`config.mk`:
```
export PLATFORM = sky130hd
export DESIGN_NAME = cc_unit
export DESIGN_NICKNAME = d
export VERILOG_FILES = /design/src/rtl/cc_unit.sv
export SDC_FILE = /design/constraint.sdc
export NUM_CORES = 1
export LEC_CHECK = 0
export ABC_AREA = 1
export ABC_CLOCK_PERIOD_IN_PS = 3470
export BUFFER_PORTS_ARGS = -buffer_cell sky130_fd_sc_hd__buf_2
export CAP_MARGIN = 20
export CORE_AREA = 2 2 98 100
export DETAILED_ROUTE_END_ITERATION = 8
export DIE_AREA = 0 0 100 102
export HOLD_SLACK_MARGIN = 0.05
export PLACE_DENSITY = 0.76
export SLEW_MARGIN = 20
export SYNTH_ARGS = -nofsm -noshare
export SYNTH_HDL_FRONTEND = slang
export SYNTH_SLANG_ARGS = --single-unit
```
`constraint.sdc`:
```
create_clock -name clk -period 3.47 [get_ports clk]
set_input_delay 0.347 -clock clk [delete_from_list [all_inputs] [get_ports clk]]
set_output_delay 0.347 -clock clk [all_outputs]
set_load 0.005 [all_outputs]
```
`src/rtl/cc_unit.sv`:
```
// Condition-code unit: derives N/Z/C/V from an ALU operation, keeps the flag register,
// evaluates condition codes with same-cycle forwarding and tracks sticky overflow events.
module cc_unit #(
    parameter int WIDTH = 32,
    parameter int CNT_W = 8
) (
    input  logic             clk,
    input  logic             rst,
    input  logic [3:0]       alu_ctrl,
    input  logic [WIDTH-1:0] a,
    input  logic [WIDTH-1:0] b,
    input  logic [WIDTH-1:0] alu_out,
    input  logic             set_flags,
    input  logic             cond_valid,
    input  logic [3:0]       cond_sel,
    input  logic             stall,
    input  logic             flush,
    input  logic             clr_sticky,
    output logic [3:0]       flags,
    output logic             cond_out_valid,
    output logic             cond_true,
    output logic             sticky_v,
    output logic [CNT_W-1:0] ovf_count
);

    localparam logic [3:0]       OP_ADD  = 4'b1110;
    localparam logic [3:0]       OP_SUB  = 4'b1101;
    localparam logic [CNT_W-1:0] CNT_MAX = {CNT_W{1'b1}};

    logic [WIDTH-1:0] sum_lo;
    logic             same_sign;
    logic             res_flip;
    logic             n_nx, z_nx, c_nx, v_nx;
    logic [3:0]       nxt_flags;
    logic [3:0]       eff_flags;
    logic             cond_eval;
    logic             ovf_event;

    always_comb begin
        sum_lo    = a + b;
        same_sign = (a[WIDTH-1] == b[WIDTH-1]);
        res_flip  = (alu_out[WIDTH-1] != a[WIDTH-1]);
        n_nx      = alu_out[WIDTH-1];
        z_nx      = (alu_out == '0);
        c_nx      = 1'b0;
        v_nx      = 1'b0;
        case (alu_ctrl)
            OP_ADD: begin
                // a wrapped sum smaller than an operand means the carry-out was set
                c_nx = (sum_lo < a);
                v_nx = same_sign & res_flip;
            end
            OP_SUB: begin
                c_nx = (a >= b);
                v_nx = ~same_sign & res_flip;
            end
            default: ;
        endcase
        nxt_flags = {n_nx, z_nx, c_nx, v_nx};
        eff_flags = set_flags ? nxt_flags : flags;
        ovf_event = set_flags & ~stall & v_nx;
    end

    // eff_flags = {N, Z, C, V}
    always_comb begin
        cond_eval = 1'b0;
        case (cond_sel)
            4'd0:  cond_eval = eff_flags[2];
            4'd1:  cond_eval = ~eff_flags[2];
            4'd2:  cond_eval = eff_flags[1];
            4'd3:  cond_eval = ~eff_flags[1];
            4'd4:  cond_eval = eff_flags[3];
            4'd5:  cond_eval = ~eff_flags[3];
            4'd6:  cond_eval = eff_flags[0];
            4'd7:  cond_eval = ~eff_flags[0];
            4'd8:  cond_eval = eff_flags[1] & ~eff_flags[2];
            4'd9:  cond_eval = ~eff_flags[1] | eff_flags[2];
            4'd10: cond_eval = (eff_flags[3] == eff_flags[0]);
            4'd11: cond_eval = (eff_flags[3] != eff_flags[0]);
            4'd12: cond_eval = ~eff_flags[2] & (eff_flags[3] == eff_flags[0]);
            4'd13: cond_eval = eff_flags[2] | (eff_flags[3] != eff_flags[0]);
            4'd14: cond_eval = 1'b1;
            4'd15: cond_eval = 1'b0;
            default: cond_eval = 1'b0;
        endcase
    end

    always_ff @(posedge clk) begin
        if (rst) begin
            flags          <= 4'b0000;
            cond_out_valid <= 1'b0;
            cond_true      <= 1'b0;
            sticky_v       <= 1'b0;
            ovf_count      <= '0;
        end else begin
            // flush overrides stall only for the evaluation pipeline, never for flag state
            if (flush) begin
                cond_out_valid <= 1'b0;
            end else if (!stall) begin
                cond_out_valid <= cond_valid;
                if (cond_valid) begin
                    cond_true <= cond_eval;
                end
            end

            if (!stall && set_flags) begin
                flags <= nxt_flags;
            end

            if (ovf_event) begin
                sticky_v <= 1'b1;
                if (clr_sticky) begin
                    ovf_count <= CNT_W'(1);
                end else if (ovf_count != CNT_MAX) begin
                    ovf_count <= ovf_count + CNT_W'(1);
                end
            end else if (!stall && clr_sticky) begin
                sticky_v  <= 1'b0;
                ovf_count <= '0;
            end
        end
    end

endmodule

```
==> results.sh, run 1 <==
export IMPL_final_period_utilization=0.9982
export IMPL_pwr_density_cell_mw_per_mm2=208.3
export IMPL_timing_critical_path_slowest_cell_delay_ps=320
export IMPL_io_pins=126
export IMPL_path_max_fanout=3
export IMPL_yosys_warnings=0
export IMPL_final_routed_wirelength_across_all_metal_layers_um=12670
export IMPL_cts_path_max_buffers=2
export IMPL_die_area_mm2=0.01020
export IMPL_placeableCoreArea_mm2=0.009109
export IMPL_worst_path_most_repeated_cell="sky130_fd_sc_hd__nand2_2"
export IMPL_hold_path_end="cond_out_valid"
export IMPL_drt_first_pass_iters=5
export IMPL_cellLeakagePower_nw=3.480
export IMPL_grt_pass1_vias=4834
export IMPL_max_cap_violations=0
export IMPL_reg_to_reg_setup_timing_slack_ps=1380
export IMPL_run_status="finished, final reports clean"
export IMPL_fin_skew_ps=1.085
export IMPL_worst_endpoint_arrival_ps=3600
export IMPL_design_power_total_mw=1.284
export IMPL_globalRouteMet3Util=0.01915
export IMPL_placedInstanceArea_mm2=0.005869
export IMPL_hpwlAfterDp_um=10520
export IMPL_final_setup_viol_count=0
export IMPL_drt_iter0_markers=173
export IMPL_die_w_um=100
export IMPL_clkSlewWorstSetupHoldPaths_ps=60
export IMPL_grt_start_max_net_pins=11
export IMPL_syn_instance_count=704
export IMPL_mappedNetlistNets=910
export IMPL_ys_seq_elements=15
export IMPL_timing_critical_path_to_type="register"
export IMPL_clockRootBuffer="sky130_fd_sc_hd__clkbuf_8"
export IMPL_clk_latency_ps=250
export IMPL_postLayoutSetupSlackWorst_ps=6.384
export IMPL_gp_congestion=0.9331
export IMPL_layout_min_cycle_time_ps=3464
export IMPL_critical_path_reg2reg_startpoint="ovf_count[0]"
export IMPL_netlist_area_mm2=0.004363
export IMPL_layout_nets=1146
export IMPL_regToRegEndpoint="ovf_count[7]"
export IMPL_cp_required_ps=3610
export IMPL_hp_start="flush"
export IMPL_rsz_0062_raised_after_global_routing="yes"
export IMPL_syn_mean_instance_area_um2=6.197
export IMPL_most_common_layout_cells="sky130_fd_sc_hd__inv_1 (147), sky130_fd_sc_hd__buf_2 (122), sky130_fd_sc_hd__buf_4 (110)"
export IMPL_grt_busiest_layer="met2"
export IMPL_global_route_usage_met2=0.4226
export IMPL_ys_seq_area_frac=0.06883
export IMPL_antenna_found_initial=0
export IMPL_placement_setup_worst_slack_ps=-372.0
export IMPL_critPathTopFamily="simple AND/OR/NAND/NOR gates"
export IMPL_initial_core_util=0.4790
export IMPL_route_detailed_wl_per_inst_um=12.06
export IMPL_cts_sinks=15
export IMPL_cts_hold_repair_buffers=0
export IMPL_grt_pass1_wl_um=20160
export IMPL_worst_r2r_path_depth=13
export IMPL_final_cell_area_mm2=0.006166
export IMPL_worst_slew_pin_transition_ps=434.1
export IMPL_ys_types=40
export IMPL_crit_path_top_delay_cell="sky130_fd_sc_hd__ha_1"
export IMPL_remaining_drcs=0
export IMPL_crit_buf_inv=4
export IMPL_timing_final_max_slew_violations=0
export IMPL_rows=35
export IMPL_fillers=836
export IMPL_diodes=0
export IMPL_peakVddDrop_mv=0.09530
export IMPL_leading_cell_type_in_the_layout_fill_and_taps_excluded="sky130_fd_sc_hd__inv_1"
export IMPL_instance_count_along_the_most_critical_hold_path=2
export IMPL_hold_path_class="in2reg"
export IMPL_hold_viol_final=0
export IMPL_die_h_um=102
export IMPL_timing_critical_path_from_type="input pin"
export IMPL_antenna_left=0
export IMPL_drive_gt1_frac=0.3333
export IMPL_groute_layer_met1_usage=0.3088
export IMPL_numCtsBuffers=3
export IMPL_via_count=5272
export IMPL_timing_fmax_ghz=0.2887
export IMPL_maxSlewHeadroom=0.7084
export IMPL_grtUsageTotal=0.2315
export IMPL_vias_per_cell=5.021
export IMPL_placement_io_buffers=125
export IMPL_crit_type="in2reg"
export IMPL_globalRouteOverflowTotal=0
export IMPL_cts_tree="yes"
export IMPL_htree_depth=1
export IMPL_area_growth_synth_to_final_pct=41.32
[sequential cells by signal, summed over array words and instances (netlist names)]
register        count
cond_out_valid      1
cond_true           1
flags               4
ovf_count           8
sticky_v            1
[metal layers]
metal  routed length, um  share of wire  up-vias
li1                    -              -     2753
met1                5832           0.46     2364
met2                6134           0.48      135
met3                 517          0.041       20
met4                 179          0.014        0
met5                   0              0        -
[cell usage after synthesis (all sizes together)]
master	n	area share
a221oi	2	0.0040
nor4	9	0.013
nor3	18	0.023
ha	94	0.27
o21a	4	0.0069
nor2	76	0.067
fa	1	0.0046
or2	4	0.0057
inv	157	0.14
nor3b	1	0.0017
o21ai	38	0.046
o21bai	5	0.0095
xnor2	2	0.0040
xor2	30	0.060
dfxtp	15	0.069
o221a	1	0.0026
a211oi	2	0.0034
nand2	104	0.091
nand4	16	0.023
nand3	24	0.030
a21boi	2	0.0034
o31ai	1	0.0017
clkbuf	3	0.0026
a21oi	87	0.11
and3	1	0.0014
o211ai	2	0.0034
a21o	3	0.0052
a31oi	2	0.0043
[worst max path at each step]
stage          start  slack, ps         to  cells after the start
3_5_place_dp    b[1]       -370  cond_true                     29
3_3_place_gp    b[1]       -290  cond_true                     31
2_1_floorplan   a[0]         40  cond_true                     29
4_1_cts         b[1]          2  cond_true                     29
5_1_grt         b[1]       -290  cond_true                     31
6_report        b[2]          6  cond_true                     31
[worst register-to-register path, stage by stage (launching register included)]
cell and delay, ps:
sky130_fd_sc_hd__dfxtp_1 400, sky130_fd_sc_hd__ha_1 190, sky130_fd_sc_hd__nand2_1 70, sky130_fd_sc_hd__nor2_1 150, sky130_fd_sc_hd__inv_1 50, sky130_fd_sc_hd__nor2_1 110
sky130_fd_sc_hd__inv_1 70, sky130_fd_sc_hd__nor3_1 190, sky130_fd_sc_hd__nor2_1 90, sky130_fd_sc_hd__nor2_2 200, sky130_fd_sc_hd__nor2_1 90, sky130_fd_sc_hd__nand4_1 110
sky130_fd_sc_hd__nor2_1 50, sky130_fd_sc_hd__o221a_1 190
[through the flow]
stage	hold WS, ps	TNS [ps]	instances	util
6_report	270.1	0	1050	0.6769
3_3_place_gp	466.2	-294.5	1037	0.6444
3_5_place_dp	469.4	-433.7	1037	0.6444
5_1_grt	288.1	-285.2	1050	0.6769
2_1_floorplan	426.3	0	704	-
4_1_cts	269.1	0	1044	0.6570
[power by group]
| group | internal, mW | switching [mW] | leakage [nW] |
|---|---|---|---|
| combinational | 0.451 | 0.512 | 3.33 |
| sequential | 0.175 | 0.00132 | 0.121 |
| clock | 0.0796 | 0.0655 | 0.0255 |
[cell families after synthesis]
| logic type | synth area share |
|---|---|
| xor gates and xnor gates | 0.06424 |
| DFF | 0.06883 |
| and+or+nand+nor | 0.2552 |
| adders and majority gates | 0.2742 |
| AOI/OAI and AO/OA | 0.1999 |
| buffers and inverters | 0.1377 |
[layout make-up]
cell class | count | area (um2) | share of cell area
clock inverter | 1 | 5.005 | 0.0008117
tap | 111 | 138.9 | 0.02252
multi-input combinational | 529 | 3623 | 0.5877
sequential | 15 | 300.3 | 0.04870
timing repair buffer | 234 | 1463 | 0.2372
inverter | 157 | 594.3 | 0.09639
clock buffer | 3 | 41.29 | 0.006696
[what timing repair did]
item	4_1_cts	5_1_grt
endpoints found under the setup margin	1	2
buffers inserted	3	6
gates resized for setup	11	37
pin swaps	13	40
Note: power is estimated with default switching activity, not from simulation.
==> run 2, diff against run 1 <==
ABC_AREA = default   (was 1)
BUFFER_PORTS_ARGS = -buffer_cell sky130_fd_sc_hd__buf_4   (was -buffer_cell sky130_fd_sc_hd__buf_2)
CORE_AREA = 2 2 97 99   (was 2 2 98 100)
CTS_CLUSTER_SIZE = 12   (was default)
DIE_AREA = 0 0 99 101   (was 0 0 100 102)
PLACE_DENSITY = 0.77   (was 0.76)
==> run 2 against run 1 <==
Net effect: the flow now finishes with violations (negative setup slack); non-clock buffer count up 21; sequential power barely moved; first-iteration DRC count grew 46%; sequential share of layout area shrank 0.33 points; power up 3.5%; clock skew decreased by 0.68 ps; register-to-register slack better by 70 ps; via count decreased by 0.15%; largest cell class unchanged.
==> results.sh, run 2 <==
export IMPL_ys_seq_elements=15
export IMPL_netlist_area_mm2=0.004290
export IMPL_yosys_most_used_dff="sky130_fd_sc_hd__dfxtp_1"
export IMPL_largest_reg_flops=8
export IMPL_drive_gt1_frac=0.3478
export IMPL_placeableCoreArea_mm2=0.008977
export IMPL_area_growth_synth_to_final_pct=54.04
export IMPL_crit_type="in2reg"
export IMPL_cellLeakagePower_nw=3.473
export IMPL_via_count=5264
export IMPL_leading_cell_type_in_the_layout_fill_and_taps_excluded="sky130_fd_sc_hd__buf_4"
export IMPL_path_max_fanout=4
export IMPL_max_cap_violations=0
export IMPL_timing_critical_path_from_type="input pin"
export IMPL_synthTopCellsByCount="sky130_fd_sc_hd__inv_1 (96), sky130_fd_sc_hd__ha_1 (94), sky130_fd_sc_hd__nor2_1 (58), sky130_fd_sc_hd__a21oi_1 (55), sky130_fd_sc_hd__nand2_1 (34)"
export IMPL_rows=35
export IMPL_clockRootBuffer="sky130_fd_sc_hd__clkbuf_8"
export IMPL_io_pins=126
export IMPL_placement_setup_worst_slack_ps=-1476
export IMPL_post_place_cells=947
export IMPL_cts_path_max_buffers=2
export IMPL_grt_start_max_net_pins=14
export IMPL_critical_path_reg2reg_startpoint="ovf_count[0]"
export IMPL_yosys_warnings=0
export IMPL_mappedNetlistNets=810
export IMPL_die_area_mm2=0.009999
export IMPL_cp_required_ps=3610
export IMPL_drt_iter0_markers=253
export IMPL_antenna_found_initial=0
export IMPL_final_routed_wirelength_across_all_metal_layers_um=13810
export IMPL_synth_most_common_cell="sky130_fd_sc_hd__inv_1"
export IMPL_timing_critical_path_to_type="register"
export IMPL_yosys_area_top_type="sky130_fd_sc_hd__ha_1"
export IMPL_worst_slew_pin_transition_ps=605.7
export IMPL_cts_tree="yes"
export IMPL_placement_io_buffers=125
export IMPL_clkSlewWorstSetupHoldPaths_ps=60
export IMPL_die_h_um=101
export IMPL_final_setup_viol_count=2
export IMPL_setup_tns_ps=-2130
export IMPL_ys_types=67
export IMPL_die_w_um=99
export IMPL_grt_pass1_wl_um=22040
export IMPL_syn_instance_count=604
export IMPL_diodes=0
export IMPL_layout_nets=1058
export IMPL_final_period_utilization=1.314
export IMPL_netlist_top_cells_area="sky130_fd_sc_hd__ha_1 (27%), sky130_fd_sc_hd__inv_1 (8.4%), sky130_fd_sc_hd__dfxtp_1 (7.0%)"
export IMPL_run_status="finished with violations"
export IMPL_fin_skew_ps=0.4001
export IMPL_vias_per_cell=5.472
export IMPL_numCtsBuffers=3
export IMPL_synth_top_cell_area_share=0.2741
export IMPL_placedInstanceArea_mm2=0.006261
export IMPL_globalRouteOverflowTotal=0
export IMPL_violations="negative setup slack"
export IMPL_maxSlewHeadroom=0.5857
export IMPL_final_std_cells_w_o_fill=962
export IMPL_rsz_0062_raised_after_global_routing="yes"
export IMPL_grt_pass1_vias=5196
export IMPL_peakVddDrop_mv=0.1281
export IMPL_final_cell_area_mm2=0.006609
export IMPL_proportion_of_synthesized_flip_flops_having_asynchronous_set_or_reset=0
export IMPL_postLayoutSetupSlackWorst_ps=-1091
export IMPL_antenna_left=0
export IMPL_largest_register="ovf_count"
export IMPL_cts_sinks=15
export IMPL_hold_viol_final=0
export IMPL_hold_path_class="in2reg"
export IMPL_clk_latency_ps=260
export IMPL_most_common_layout_cells="sky130_fd_sc_hd__buf_4 (248), sky130_fd_sc_hd__inv_1 (95), sky130_fd_sc_hd__ha_1 (88)"
export IMPL_worst_r2r_path_depth=7
export IMPL_fin_util=0.7362
export IMPL_critPathLaunch="a[0]"
export IMPL_synth_edf_count=0
export IMPL_hold_ws_ps=273.4
export IMPL_gp_congestion=0.9407
export IMPL_route_detailed_wl_per_inst_um=14.35
export IMPL_grtUsageTotal=0.2615
export IMPL_regToRegEndpoint="ovf_count[7]"
export IMPL_fillers=693
export IMPL_reg_largest_list="ovf_count (8), flags (4)"
export IMPL_hpwlAfterDp_um=11420
export IMPL_syn_mean_instance_area_um2=7.103
export IMPL_cp_endpoint="cond_true"
export IMPL_initial_core_util=0.4779
export IMPL_timing_final_max_slew_violations=0
export IMPL_layout_min_cycle_time_ps=4561
export IMPL_timing_fmax_ghz=0.2193
export IMPL_drt_first_pass_iters=5
export IMPL_ys_seq_area_frac=0.06999
export IMPL_worst_endpoint_arrival_ps=4710
export IMPL_reg_to_reg_setup_timing_slack_ps=1450
export IMPL_pwr_density_cell_mw_per_mm2=201.2
export IMPL_design_power_total_mw=1.330
export IMPL_remaining_drcs=0
export IMPL_htree_depth=1
## run 2: cell count changes in the layout (fill, tap and decap cells not counted), sizes merged, moves of 17 or more
cell,before,now
xnor2,2,23
inv,157,96
xor2,30,13
nor2,76,58
a21oi,87,55
nand2,104,34
buf,234,255
## run 2: worst min path at each step
stage	start	to	slack [ps]	cells past startpoint
after detailed placement	cond_out_valid	cond_out_valid	460	2
after global routing	flush	cond_out_valid	280	2
final	flush	cond_out_valid	270	2
after global placement	sticky_v	sticky_v	450	2
after floorplan	flush	cond_out_valid	430	1
after CTS	flush	cond_out_valid	270	2
## run 2: cell type report
| cell class | count | area, um2 | share of cell area |
|---|---|---|---|
| inverters | 96 | 362.8 | 0.05490 |
| well taps | 111 | 138.9 | 0.02101 |
| repair buffers | 255 | 1941 | 0.2936 |
| flip-flops and latches | 15 | 300.3 | 0.04544 |
| clock buffers | 3 | 41.29 | 0.006248 |
| clock inverters | 1 | 5.005 | 0.0007573 |
| multi-input cells | 481 | 3820 | 0.5780 |
## run 2: what timing repair did
action / in CTS / in global routing
gates cloned: 0 / 0
hold buffers: 0 / 0
resized for setup: 12 / 25
pin swaps: 16 / 22
setup buffers: 11 / 2
endpoints found under the setup margin: 2 / 2
## run 2: layer usage
layer,routed length [um],vias up,track usage
met4,470,0,0.09168
met1,5436,2386,0.2969
met2,7076,211,0.5000
met3,821,40,0.03121
li1,-,2627,-
met5,0,-,0
## run 2: kinds of logic after synthesis
family,count (synthesis),synth area share
adder cells (fa/ha/maj),95,0.2788
flip-flops,15,0.06999
AND/OR/NAND/NOR,190,0.2272
multiplexers,3,0.007291
XOR/XNOR,36,0.07349
AO/OA/AOI/OAI,157,0.2482
buffers and inverters,108,0.09507
## run 2: worst max-delay path, cell delays in order
cell and delay, ps:
sky130_fd_sc_hd__buf_6 100, sky130_fd_sc_hd__ha_4 160, sky130_fd_sc_hd__fa_2 340, sky130_fd_sc_hd__nor2b_4 140
sky130_fd_sc_hd__o311a_1 320, sky130_fd_sc_hd__o221a_1 270, sky130_fd_sc_hd__o21ai_2 190, sky130_fd_sc_hd__a21oi_2 110
sky130_fd_sc_hd__o31ai_4 240, sky130_fd_sc_hd__a31oi_4 150, sky130_fd_sc_hd__a221oi_2 320, sky130_fd_sc_hd__xnor2_1 150
sky130_fd_sc_hd__ha_1 270, sky130_fd_sc_hd__a21oi_1 140, sky130_fd_sc_hd__nand2_1 70, sky130_fd_sc_hd__a2111o_1 410
sky130_fd_sc_hd__a211oi_2 150, sky130_fd_sc_hd__nand3_1 100, sky130_fd_sc_hd__nand3_2 110, sky130_fd_sc_hd__nor3b_4 200
sky130_fd_sc_hd__o221ai_1 140, sky130_fd_sc_hd__a211o_1 280
## run 2: power breakdown
group / switching (mW) / leakage [nW] / internal (mW)
clock network: 0.0727 / 0.0255 / 0.0800
logic: 0.481 / 3.33 / 0.519
registers: 0.00217 / 0.121 / 0.174
==> run 3, diff against run 2 <==
ABC_CLOCK_PERIOD_IN_PS = 4100   (was 3470)
clock period = 4.1 ns   (was 3.47 ns; I/O delays follow)
==> run 3 against run 2 <==
Net effect: the flow still finishes with violations (negative setup slack); non-clock buffer count is 39 lower; first-iteration DRC count decreased by 13%; final area is 6.0% lower; critical endpoint unchanged; largest power group unchanged; highest routed layer unchanged.
==> results.sh, run 3 (synthesis gave the netlist of run 2 again) <==
export IMPL_largest_register="ovf_count"
export IMPL_diodes=0
export IMPL_die_w_um=99
export IMPL_rows=35
export IMPL_largest_reg_flops=8
export IMPL_remaining_drcs=0
export IMPL_rsz_0062_raised_after_global_routing="yes"
export IMPL_cts_tree="yes"
export IMPL_grt_start_max_net_pins=14
export IMPL_fin_util=0.6918
export IMPL_worst_r2r_path_depth=7
export IMPL_die_area_mm2=0.009999
export IMPL_maxSlewHeadroom=0.5114
export IMPL_cellLeakagePower_nw=3.275
export IMPL_hold_path_class="in2reg"
export IMPL_clkSlewWorstSetupHoldPaths_ps=60
export IMPL_gp_congestion=0.8981
export IMPL_final_setup_viol_count=2
export IMPL_hpwlAfterDp_um=10670
export IMPL_clk_latency_ps=250
export IMPL_setup_tns_ps=-606.8
export IMPL_antenna_found_initial=0
export IMPL_cp_required_ps=4240
export IMPL_timing_fmax_ghz=0.2209
export IMPL_placedInstanceArea_mm2=0.005998
export IMPL_cts_sinks=15
export IMPL_hold_ws_ps=343.5
export IMPL_postLayoutSetupSlackWorst_ps=-427.3
export IMPL_worst_slew_pin_transition_ps=714.4
export IMPL_run_status="finished with violations"
export IMPL_placement_io_buffers=125
export IMPL_area_growth_synth_to_final_pct=44.77
export IMPL_placeableCoreArea_mm2=0.008977
export IMPL_cts_path_max_buffers=2
export IMPL_max_cap_violations=0
export IMPL_final_period_utilization=1.104
export IMPL_grt_pass1_vias=4915
export IMPL_worstPathCellList="buf_6, ha_4, fa_2, nor2b_4, o311a_1, o221a_1, o21ai_2, a21oi_2, o31ai_2, a31oi_2, a221oi_2, xnor2_1, ha_1, a21oi_1, nand2_1, a2111o_1, a211oi_2, nand3_1, nand3_2, nor3b_2, o221ai_2, a211o_1"
export IMPL_via_count=5025
export IMPL_fin_skew_ps=0.5519
export IMPL_globalRouteOverflowTotal=0
export IMPL_worst_endpoint_arrival_ps=4670
export IMPL_initial_core_util=0.4779
export IMPL_vias_per_cell=5.444
export IMPL_timing_final_max_slew_violations=0
export IMPL_final_routed_wirelength_across_all_metal_layers_um=12470
export IMPL_layout_min_cycle_time_ps=4527
export IMPL_peakVddDrop_mv=0.1115
export IMPL_timing_critical_path_to_type="register"
export IMPL_pwr_density_cell_mw_per_mm2=169.5
export IMPL_htree_depth=1
export IMPL_instance_count_along_the_most_critical_hold_path=2
export IMPL_path_max_fanout=4
export IMPL_antenna_left=0
export IMPL_timing_critical_path_from_type="input pin"
export IMPL_drive_gt1_frac=0.3103
export IMPL_hold_viol_final=0
export IMPL_violations="negative setup slack"
export IMPL_route_detailed_wl_per_inst_um=13.51
export IMPL_crit_path_top_delay_cell="sky130_fd_sc_hd__a2111o_1"
export IMPL_reg_largest_list="ovf_count (8), flags (4)"
export IMPL_design_power_total_mw=1.053
export IMPL_die_h_um=101
export IMPL_drt_iter0_markers=221
export IMPL_final_cell_area_mm2=0.006211
export IMPL_numCtsBuffers=3
export IMPL_most_common_layout_cells="sky130_fd_sc_hd__buf_4 (212), sky130_fd_sc_hd__inv_1 (96), sky130_fd_sc_hd__ha_1 (92)"
export IMPL_clockRootBuffer="sky130_fd_sc_hd__clkbuf_8"
export IMPL_drt_first_pass_iters=5
export IMPL_crit_type="in2reg"
export IMPL_grtUsageTotal=0.2396
export IMPL_timing_critical_path_slowest_cell_delay_ps=370
export IMPL_layout_nets=1019
export IMPL_leading_cell_type_in_the_layout_fill_and_taps_excluded="sky130_fd_sc_hd__buf_4"
export IMPL_io_pins=126
export IMPL_grt_pass1_wl_um=20600
-- run 3: cell types whose count changed in the layout (fill, tap and decap cells not counted), sizes merged --
cell / change
buf: -39
-- run 3: timing repair --
item / in CTS / in global routing
buffers inserted: 5 / 2
cloned: 0 / 0
resized for setup: 9 / 12
pin swaps: 11 / 7
setup endpoints to repair: 2 / 2
hold buffers: 0 / 0
-- run 3: per-layer routing --
metal,wire [um],vias to the layer above,track usage
li1,-,2542,-
met1,5187,2296,0.2873
met2,6386,166,0.4621
met3,667,21,0.02219
met4,226,0,0.04742
met5,0,-,0
-- run 3: worst max-delay path, delay by kind of cell --
family,cells,cell delay (ps)
compound gates,12,2580
xor+xnor,1,160
fa+ha+maj,3,780
buf+inv,1,100
simple gates,5,620
-- run 3: report_power, final --
group	switching [mW]	internal [mW]	leakage, nW
Clock	0.0543	0.0673	0.0255
Sequential	0.00173	0.148	0.121
Combinational	0.383	0.399	3.13
Total	0.439	0.614	3.28
-- run 3: cell type report --
cell class,instances,area [um2]
inverter,96,360.3
multi-input combinational,481,3729
fill,736,2766
timing repair buffer,216,1637
sequential,15,300.3
clock inverter,1,5.005
tap,111,138.9
clock buffer,3,41.29
-- run 3: through the flow --
stage | worst slack (ps) | instances
floorplan | -395.7 | 604
global placement | -774.1 | 912
detailed placement | -883.0 | 912
CTS | -480.6 | 921
global route | -683.8 | 923
finish | -427.3 | 923
-- run 3: worst paths after layout --
kind | start | endpoint | slack [ps]
max | a[0] | cond_true | -430
min | flush | cond_out_valid | 340
max reg2reg | ovf_count[0] | ovf_count[5] | 2070
min reg2reg | cond_out_valid | cond_out_valid | 470
